## config.mk

```make
export PLATFORM = sky130hd
export DESIGN_NAME = adc_link_serializer
export DESIGN_NICKNAME = d
export VERILOG_FILES = /design/src/rtl/adc_link_pkg.sv /design/src/rtl/adc_link_serializer_prbs7_gen.sv /design/src/rtl/adc_link_serializer.sv
export SDC_FILE = /design/constraint.sdc
export NUM_CORES = 1
export LEC_CHECK = 0
export CAP_MARGIN = 20
export CORE_MARGIN = 4
export CORE_UTILIZATION = 40
export CTS_BUF_LIST = sky130_fd_sc_hd__clkbuf_16
export DETAILED_ROUTE_END_ITERATION = 8
export PLACE_DENSITY = 0.71
export SYNTH_ARGS = -nofsm -noshare
export SYNTH_HDL_FRONTEND = slang
export SYNTH_HIERARCHICAL = 1
export SYNTH_SLANG_ARGS = --single-unit
```

## constraint.sdc

```tcl
create_clock -name CLK -period 3.3 [get_ports CLK]
set_input_delay 0.495 -clock CLK [delete_from_list [all_inputs] [get_ports CLK]]
set_output_delay 0.495 -clock CLK [all_outputs]
set_load 0.01 [all_outputs]
```

## src/rtl/adc_link_pkg.sv

```systemverilog
// -----------------------------------------------------------------------------
// adc_link_pkg
// Shared types and constants for the ADC link serializer.
//   link_state_t      : TRAIN / RUN line state
//   DEF_*             : default word width, training word, idle word and the
//                       number of training words per episode
//   PRBS7_TAPS/SEED   : PRBS-7 (x^7 + x^6 + 1) idle-fill generator constants
//   prbs7_step()      : one step of the PRBS-7 LFSR; the new bit lands in [0]
// -----------------------------------------------------------------------------
package adc_link_pkg;

   typedef enum logic {TRAIN, RUN} link_state_t;

   localparam int         DEF_WORD_W          = 8;
   localparam logic [7:0] DEF_TRAIN_PATTERN   = 8'hF0;
   localparam int         DEF_MIN_TRAIN_WORDS = 16;
   localparam logic [7:0] DEF_IDLE_WORD       = 8'h00;

   // Taps on stages 7 and 6 (bits 6 and 5 of the state vector).
   localparam logic [6:0] PRBS7_TAPS = 7'b110_0000;
   localparam logic [6:0] PRBS7_SEED = 7'h7F;

   function automatic logic [6:0] prbs7_step(input logic [6:0] s);
      return {s[5:0], ^(s & PRBS7_TAPS)};
   endfunction

endpackage

```

## src/rtl/adc_link_serializer_prbs7_gen.sv

```systemverilog
// -----------------------------------------------------------------------------
// prbs7_gen
// PRBS-7 word source used as idle fill by adc_link_serializer.
// Only compiled when ADC_LINK_SER_PRBS_EN is defined.
//   CLK     : clock
//   RST     : synchronous active-high reset, reseeds the LFSR to 7'h7F
//   advance : consume the current word; the LFSR moves WORD_W steps on
//   word    : next WORD_W PRBS bits, first generated bit in the MSB
// -----------------------------------------------------------------------------
`ifdef ADC_LINK_SER_PRBS_EN
module prbs7_gen
   import adc_link_pkg::*;
#(
   parameter int WORD_W = DEF_WORD_W
) (
   input  logic              CLK,
   input  logic              RST,
   input  logic              advance,
   output logic [WORD_W-1:0] word
);

   logic [6:0] lfsr_reg;
   logic [6:0] walk;

   // Unroll WORD_W LFSR steps; 'word' is a pure function of the state so the
   // serializer can load it in the same boundary cycle that advances it.
   always_comb begin
      walk = lfsr_reg;
      word = '0;
      for (int i = 0; i < WORD_W; i++) begin
         walk                = prbs7_step(walk);
         word[WORD_W-1-i]    = walk[0];
      end
   end

   always_ff @(posedge CLK) begin
      if (RST) begin
         lfsr_reg <= PRBS7_SEED;
      end else if (advance) begin
         lfsr_reg <= walk;
      end
   end

endmodule
`endif

```

## src/rtl/adc_link_serializer.sv

```systemverilog
// -----------------------------------------------------------------------------
// adc_link_serializer
// SDR serializer for an ADC-style LVDS lane. Parallel words arrive over a
// valid/ready handshake and leave MSB first, one bit per CLK, with a frame
// marker. A training word is repeated after reset and on request so the
// receiving deserializer can bitslip-align.
// Optional feature: define ADC_LINK_SER_PRBS_EN to fill idle words with PRBS-7
// instead of IDLE_WORD.
// Ports:
//   CLK, RST        : bit clock, synchronous active-high reset
//   s_data/s_valid  : parallel word in / valid
//   s_ready         : combinational, high only in accept (boundary) cycles
//   train_req       : level request to start or extend training
//   ser_o           : serial bit (registered)
//   frame_o         : high for the first WORD_W/2 bits of every word
//   word_start_o    : high on the first bit of every word
//   training_o      : high for all bits of a training word
//   underrun_cnt_o  : saturating count of idle words inserted in RUN
// -----------------------------------------------------------------------------
module adc_link_serializer
   import adc_link_pkg::*;
#(
   parameter int                WORD_W          = DEF_WORD_W,
   parameter logic [WORD_W-1:0] TRAIN_PATTERN   = WORD_W'(DEF_TRAIN_PATTERN),
   parameter int                MIN_TRAIN_WORDS = DEF_MIN_TRAIN_WORDS,
   parameter logic [WORD_W-1:0] IDLE_WORD       = WORD_W'(DEF_IDLE_WORD)
) (
   input  logic              CLK,
   input  logic              RST,
   input  logic [WORD_W-1:0] s_data,
   input  logic              s_valid,
   output logic              s_ready,
   input  logic              train_req,
   output logic              ser_o,
   output logic              frame_o,
   output logic              word_start_o,
   output logic              training_o,
   output logic [15:0]       underrun_cnt_o
);

   localparam int                CNT_W      = $clog2(WORD_W);
   localparam int                TCNT_W     = $clog2(MIN_TRAIN_WORDS + 1);
   localparam logic [CNT_W-1:0]  LAST_BIT   = CNT_W'(WORD_W - 1);
   localparam logic [CNT_W-1:0]  HALF_BITS  = CNT_W'(WORD_W / 2);
   localparam logic [TCNT_W-1:0] TRAIN_DONE = TCNT_W'(MIN_TRAIN_WORDS);

   link_state_t       state_reg, state_next;
   logic [CNT_W-1:0]  bit_cnt_reg, bit_cnt_next;
   logic [TCNT_W-1:0] train_cnt_reg, train_cnt_next;
   logic [WORD_W-1:0] shreg_reg;
   logic              train_pend_reg;

   logic              boundary;
   logic              train_req_eff;
   logic              load_train;
   logic              xfer;
   logic              idle_load;
   logic [WORD_W-1:0] idle_word;
   logic [WORD_W-1:0] load_word;

`ifdef ADC_LINK_SER_PRBS_EN
   prbs7_gen #(
      .WORD_W (WORD_W)
   ) u_prbs (
      .CLK     (CLK),
      .RST     (RST),
      .advance (idle_load),
      .word    (idle_word)
   );
`else
   assign idle_word = IDLE_WORD;
`endif

   assign boundary = (bit_cnt_reg == LAST_BIT);

   // A train_req pulse that comes and goes mid-word is remembered until the
   // next boundary, so a short request is never lost. The same effective
   // request gates s_ready, which keeps a word from being accepted in the
   // boundary where the line turns to training.
   assign train_req_eff = train_req | train_pend_reg;

   assign s_ready = boundary & ~train_req_eff &
                    ((state_reg == RUN) | (train_cnt_reg == TRAIN_DONE));

   assign xfer      = s_valid & s_ready;
   assign idle_load = boundary & ~load_train & ~xfer;
   assign load_word = load_train ? TRAIN_PATTERN : (xfer ? s_data : idle_word);

   assign bit_cnt_next = boundary ? '0 : bit_cnt_reg + CNT_W'(1);

   // Next-state logic; decisions are only taken at word boundaries.
   always_comb begin
      state_next     = state_reg;
      train_cnt_next = train_cnt_reg;
      load_train     = 1'b0;
      if (boundary) begin
         unique case (state_reg)
            TRAIN: begin
               if (train_req_eff) begin
                  load_train     = 1'b1;
                  train_cnt_next = TCNT_W'(1);
               end else if (train_cnt_reg < TRAIN_DONE) begin
                  load_train     = 1'b1;
                  train_cnt_next = train_cnt_reg + TCNT_W'(1);
               end else begin
                  // Episode complete: the data/idle word goes out this boundary.
                  state_next = RUN;
               end
            end
            RUN: begin
               if (train_req_eff) begin
                  state_next     = TRAIN;
                  load_train     = 1'b1;
                  train_cnt_next = TCNT_W'(1);
               end
            end
            default: ;
         endcase
      end
   end

   // At a boundary the MSB of the new word goes straight to ser_o and the rest
   // is parked in shreg, so the MSB appears the cycle after acceptance and the
   // LSB is on the line during the next boundary cycle.
   always_ff @(posedge CLK) begin
      if (RST) begin
         state_reg      <= TRAIN;
         bit_cnt_reg    <= LAST_BIT;
         train_cnt_reg  <= '0;
         shreg_reg      <= '0;
         train_pend_reg <= 1'b0;
         ser_o          <= 1'b0;
         frame_o        <= 1'b0;
         word_start_o   <= 1'b0;
         training_o     <= 1'b0;
         underrun_cnt_o <= '0;
      end else begin
         state_reg      <= state_next;
         bit_cnt_reg    <= bit_cnt_next;
         train_cnt_reg  <= train_cnt_next;
         train_pend_reg <= boundary ? 1'b0 : (train_pend_reg | train_req);
         word_start_o   <= boundary;
         frame_o        <= (bit_cnt_next < HALF_BITS);
         if (boundary) begin
            ser_o      <= load_word[WORD_W-1];
            shreg_reg  <= {load_word[WORD_W-2:0], 1'b0};
            training_o <= load_train;
         end else begin
            ser_o      <= shreg_reg[WORD_W-1];
            shreg_reg  <= {shreg_reg[WORD_W-2:0], 1'b0};
         end
         if (idle_load && (underrun_cnt_o != 16'hFFFF)) begin
            underrun_cnt_o <= underrun_cnt_o + 16'd1;
         end
      end
   end

endmodule

```

**After elaboration in Yosys (flattened, before gate mapping)**

Index checks and enable logic that the tools add are counted.
W data, S select, Z words.

- Bitwise logic cells: 11
- Muxes and demuxes: 18
- Add/subtract/negate cells: 3
- Equality and inequality tests: 5
- Order comparisons: 2
- Reductions and logical operators: 3

Operators by type and width:

| operator | count |
|---|---|
| $mux W8 | 3 |
| $add A16 B1 Y16 const B | 1 |
| $ne A16 B16 Y1 const B | 1 |
| $mux W5 | 3 |
| $pmux W5 S2 | 1 |
| $mux W1 | 8 |
| $add A5 B1 Y5 const B | 1 |
| $and A1 B1 Y1 | 5 |
| $eq A5 B5 Y1 const B | 1 |
| $lt A5 B5 Y1 const B | 1 |
| $not A1 Y1 | 4 |
| $pmux W1 S2 | 2 |
| $add A3 B1 Y3 const B | 1 |
| $eq A3 B3 Y1 const B | 1 |
| $lt A3 B3 Y1 const B | 1 |
| $mux W3 | 1 |
| $ne A3 B3 Y1 const B | 1 |
| $reduce_and A3 Y1 | 1 |
| $ne A2 B1 Y1 const B | 1 |
| $or A1 B1 Y1 | 2 |
| $reduce_or A2 Y1 | 1 |
| $logic_and A1 B1 Y1 | 1 |

- Logic and storage cells: 52
- Bits of input ports: 12
- Bits in registers: 38
- Output and inout bits: 21

**Logic depth before layout (Yosys ltp)**

- Depth after elaboration: 9
- Mapped depth: 8
- Gate-level depth less buffers: 7

**Worst setup path after synthesis**

No wires, ideal clock.

- Path kind: register to register
- From: register bit_cnt_reg[0]
- To: register underrun_cnt_o[15]
- Setup time: 71 ps
- Clock period less this slack: 2,324 ps
- Arrival time: 2,254 ps
- Data required time: 3,229 ps
- Buffers on the path: 0
- Path slack: 976 ps
- Stages on the path, launching flop included: 8
- Cells stage by stage: dfxtp_1 -> ha_1 -> ha_1 -> or3b_4 -> or3_4 -> or3_1 -> or3_1 -> a21oi_1

- Longest elaborated chain between the ends: 7
- Elaborated cells between the ends (all ways): 10
- Classes of those cells: eq/ne (1); mux (1); bitwise (7); reduce/logical (1)

Ends and longest elaborated chain:

| element | RTL line | text |
|---|---|---|
| start: declaration | adc_link_serializer.sv:48 | `logic [CNT_W-1:0] bit_cnt_reg, bit_cnt_next;` |
| start signal: assignment | adc_link_serializer.sv:139 | `bit_cnt_reg <= bit_cnt_next;` |
| $eq A3 B3 Y1 * | adc_link_serializer.sv:74 | `assign boundary = (bit_cnt_reg == LAST_BIT);` |
| net boundary | adc_link_serializer.sv:53 | `logic boundary;` |
| $and A1 B1 Y1 (2 in series) | adc_link_serializer.sv:82 | `assign s_ready = boundary & ~train_req_eff &` |
| $and A1 B1 Y1 | adc_link_serializer.sv:85 | `assign xfer = s_valid & s_ready;` |
| $not A1 Y1 | adc_link_serializer.sv:86 | `assign idle_load = boundary & ~load_train & ~xfer;` |
| $and A1 B1 Y1 * | adc_link_serializer.sv:86 |  |
| $logic_and A1 B1 Y1 * | adc_link_serializer.sv:152 | `if (idle_load && (underrun_cnt_o != 16'hFFFF)) begin` |
| end signal: assignment | adc_link_serializer.sv:153 | `underrun_cnt_o <= underrun_cnt_o + 16'd1;` |
| end: declaration | adc_link_serializer.sv:38 | `output logic [15:0] underrun_cnt_o` |

The timed path passes the listed nets; every way through them passes the cells marked *.
A chain may end at the register's enable or synchronous reset.

**Worst setup path after layout**

- From: input train_req
- To: output s_ready

- Longest elaborated chain between the ends: 4

Ends and longest elaborated chain:

| element | RTL line | text |
|---|---|---|
| start: declaration | adc_link_serializer.sv:33 | `input logic train_req,` |
| $or A1 B1 Y1 | adc_link_serializer.sv:80 | `assign train_req_eff = train_req \| train_pend_reg;` |
| $not A1 Y1 | adc_link_serializer.sv:82 |  |
| $and A1 B1 Y1 (2 in series) | adc_link_serializer.sv:82 |  |
| end: declaration | adc_link_serializer.sv:32 | `output logic s_ready,` |

No other way between the ends.

==> metrics.csv <==
metric;value;unit
synthXorXnorAreaFrac;0.0380;
cts.path.max_buffers;2;
detail_route.first_pass.iterations;4;
hold_path.class;reg2reg;
critPathArrivalTime;2000;ps
root_buffer;clkbuf_16;
rows;22;
synth_top_family_by_area;simple AND/OR/NAND/NOR gates;
placed_cells;259;
crit_required;2800;ps
tightest_slew;867;ps
final_common_cell;dfxtp_1;
layoutNonFillerInstCount;266;
hold_buffers;0;
antenna_found_initial;0;
cp-start-kind;primary input;
die_w;71.5;um
dp_hpwl;2430;um
clkTransAtPathRegs;50;ps
ant_nets;0;
synth.area.mux_share;0.0132;
final_max_slew_viol_count;0;
synth_warnings;6;
dr.first_iter.drc_count;89;
status;completed;
synthAdderAreaFrac;0.0388;
synth_top_area_cell;dfxtp_1;
cts_buffers;5;
fp.dieH;71.5;um
clkSinkCount;37;
synth_simple_gate_area_frac;0.282;
coreArea;0.00377;mm^2
min_period;2500;ps
final_core_util;0.563;
place.gp.congestion;0.820;
ys_types;37;
vias;1403;
finalSetupTns;0;ps
final_cell_mix;dfxtp_1, clkdlybuf4s50_1, nor2_1;
rsz0062_at_grt;false;
ys_seq_area_frac;0.460;
fp.dieArea;0.00511;mm^2
syn_inst;182;
clock_latency;280;ps
postSynthAreaPerCell;8.85;um^2
viasPerCell;5.27;
finalHoldViolations;0;
grt_pass1_wl;5730;um
largest_reg_flops;16;
endpoint_kind;output port;
post_cts.repair.setup_buffers;0;
routed_wl;3330;um
nets;235;
tritoncts;built;
cts_resized;0;
fin_crit_sh;0.757;
grtUsageTotal;0.142;
synthTopCellsByArea;dfxtp_1, nor2_1, a21oi_1, ha_1, nand4_1;
layout-area-overhead-vs-synth;31.8;%
maxCapViolations;0;
wl_per_cell;12.5;um
h-tree-depth;2;
power.leakage;0.000746;uW
peakVddDrop;343;uV
crit_path_max_fanout;6;
grt_max_degree;33;
synth_compound_area_frac;0.141;
skew;4.59;ps
path_class;in2out;
power_density;520;mW/mm^2
setup_viol;0;
floorplan.initialDensity;0.427;
grt_pass1_vias;1264;
max_slew_margin;0.417;
syn-cell-area;0.00161;mm^2
n_antenna_cell;0;
io_pins;33;
remaining_drc_errors;0;
fmax;0.400;GHz
drive_above_1_share;0.0734;
synth_top_area_frac;0.460;
numPortBuffers;32;
synth_seq_cells;37;
grt.overflow.total;0;
synthesis.nets;199;
[logic make-up (layout without fill, tap and decap cells)]
group / Yosys count / in the layout
compound gates: 36 / 36
xor+xnor: 7 / 7
fa+ha+maj: 5 / 5
buf+inv: 12 / 48
flops: 37 / 37
mux: 2 / 2
simple gates: 83 / 83
[critical path, stage by stage]
cell and delay [ps]:
clkdlybuf4s50_1 410, or3b_4 430, nor2_1 120, clkdlybuf4s50_1 540
[Yosys cell counts]
master    instances
nand4_1           7
and3_1            2
or3_4             1
inv_1             7
xor2_1            3
xnor2_1           4
dfxtp_1          37
nand2_1           7
a21oi_1          14
nor2b_1           2
or3_1             4
nor4_1            3
ha_1              5
o21ai_0           5
mux2_2            1
a21o_1            1
mux2i_1           1
and2_1            2
a41oi_1           1
a22o_1            3
nand3_1           3
nor4b_1           3
a211oi_1          2
o21a_1            4
or4_1             3
o21bai_1          1
or3b_4            1
nor3b_1           1
and4_1            2
o31ai_1           4
or2_2             4
nand4b_1          1
nand2b_4          1
a31oi_1           1
nor2_1           29
nor3_1            7
clkbuf_1          5
[area by class of cell]
class	instances	area (um^2)
Inverter	7	26.3
Fill cell	341	1650
Sequential cell	37	741
Multi-Input combinational cell	133	826
Clock inverter	2	11.3
Timing Repair Buffer	34	335
Tap cell	48	60.1
Clock buffer	5	125
[path summary, 6_finish.rpt]
path | startpoint | endpoint | slack (ps) | cells after the start
max reg2reg | bit_cnt_reg[0] | underrun_cnt_o[15] | 910 | 7
min | bit_cnt_reg[0] | bit_cnt_reg[0] | 440 | 1
max | train_req | s_ready | 800 | 4
min reg2reg | bit_cnt_reg[0] | bit_cnt_reg[0] | 440 | 1
[per-stage QoR]
step                      hold WS [ps]  total power (uW)  worst slack (ps)  instance area [um^2]
after floorplan                    413               612               976                  1610
after global placement             426               675               628                  1990
after detailed placement           435               677               594                  1990
after CTS                          442              1120               782                  2120
after global routing               468              1160               711                  2120
final                              439              1110               803                  2120
[report_power, final]
| part | internal [uW] | switching [uW] | leakage [uW] |
|---|---|---|---|
| Combinational | 78.7 | 88.4 | 0.000381 |
| Clock | 272 | 167 | 0.0000633 |
| Sequential | 482 | 16.8 | 0.000301 |
| Total | 833 | 272 | 0.000746 |
[routing by layer]
metal  routed length, um  vias to the layer above  GRT usage
met2                1540                       39      0.215
met4                  40                        0     0.0501
met1                1550                      629      0.181
met5                   0                        -          0
li1                    -                      731          -
met3                 200                        4     0.0561
No activity file was read; power rests on OpenSTA's default activity.
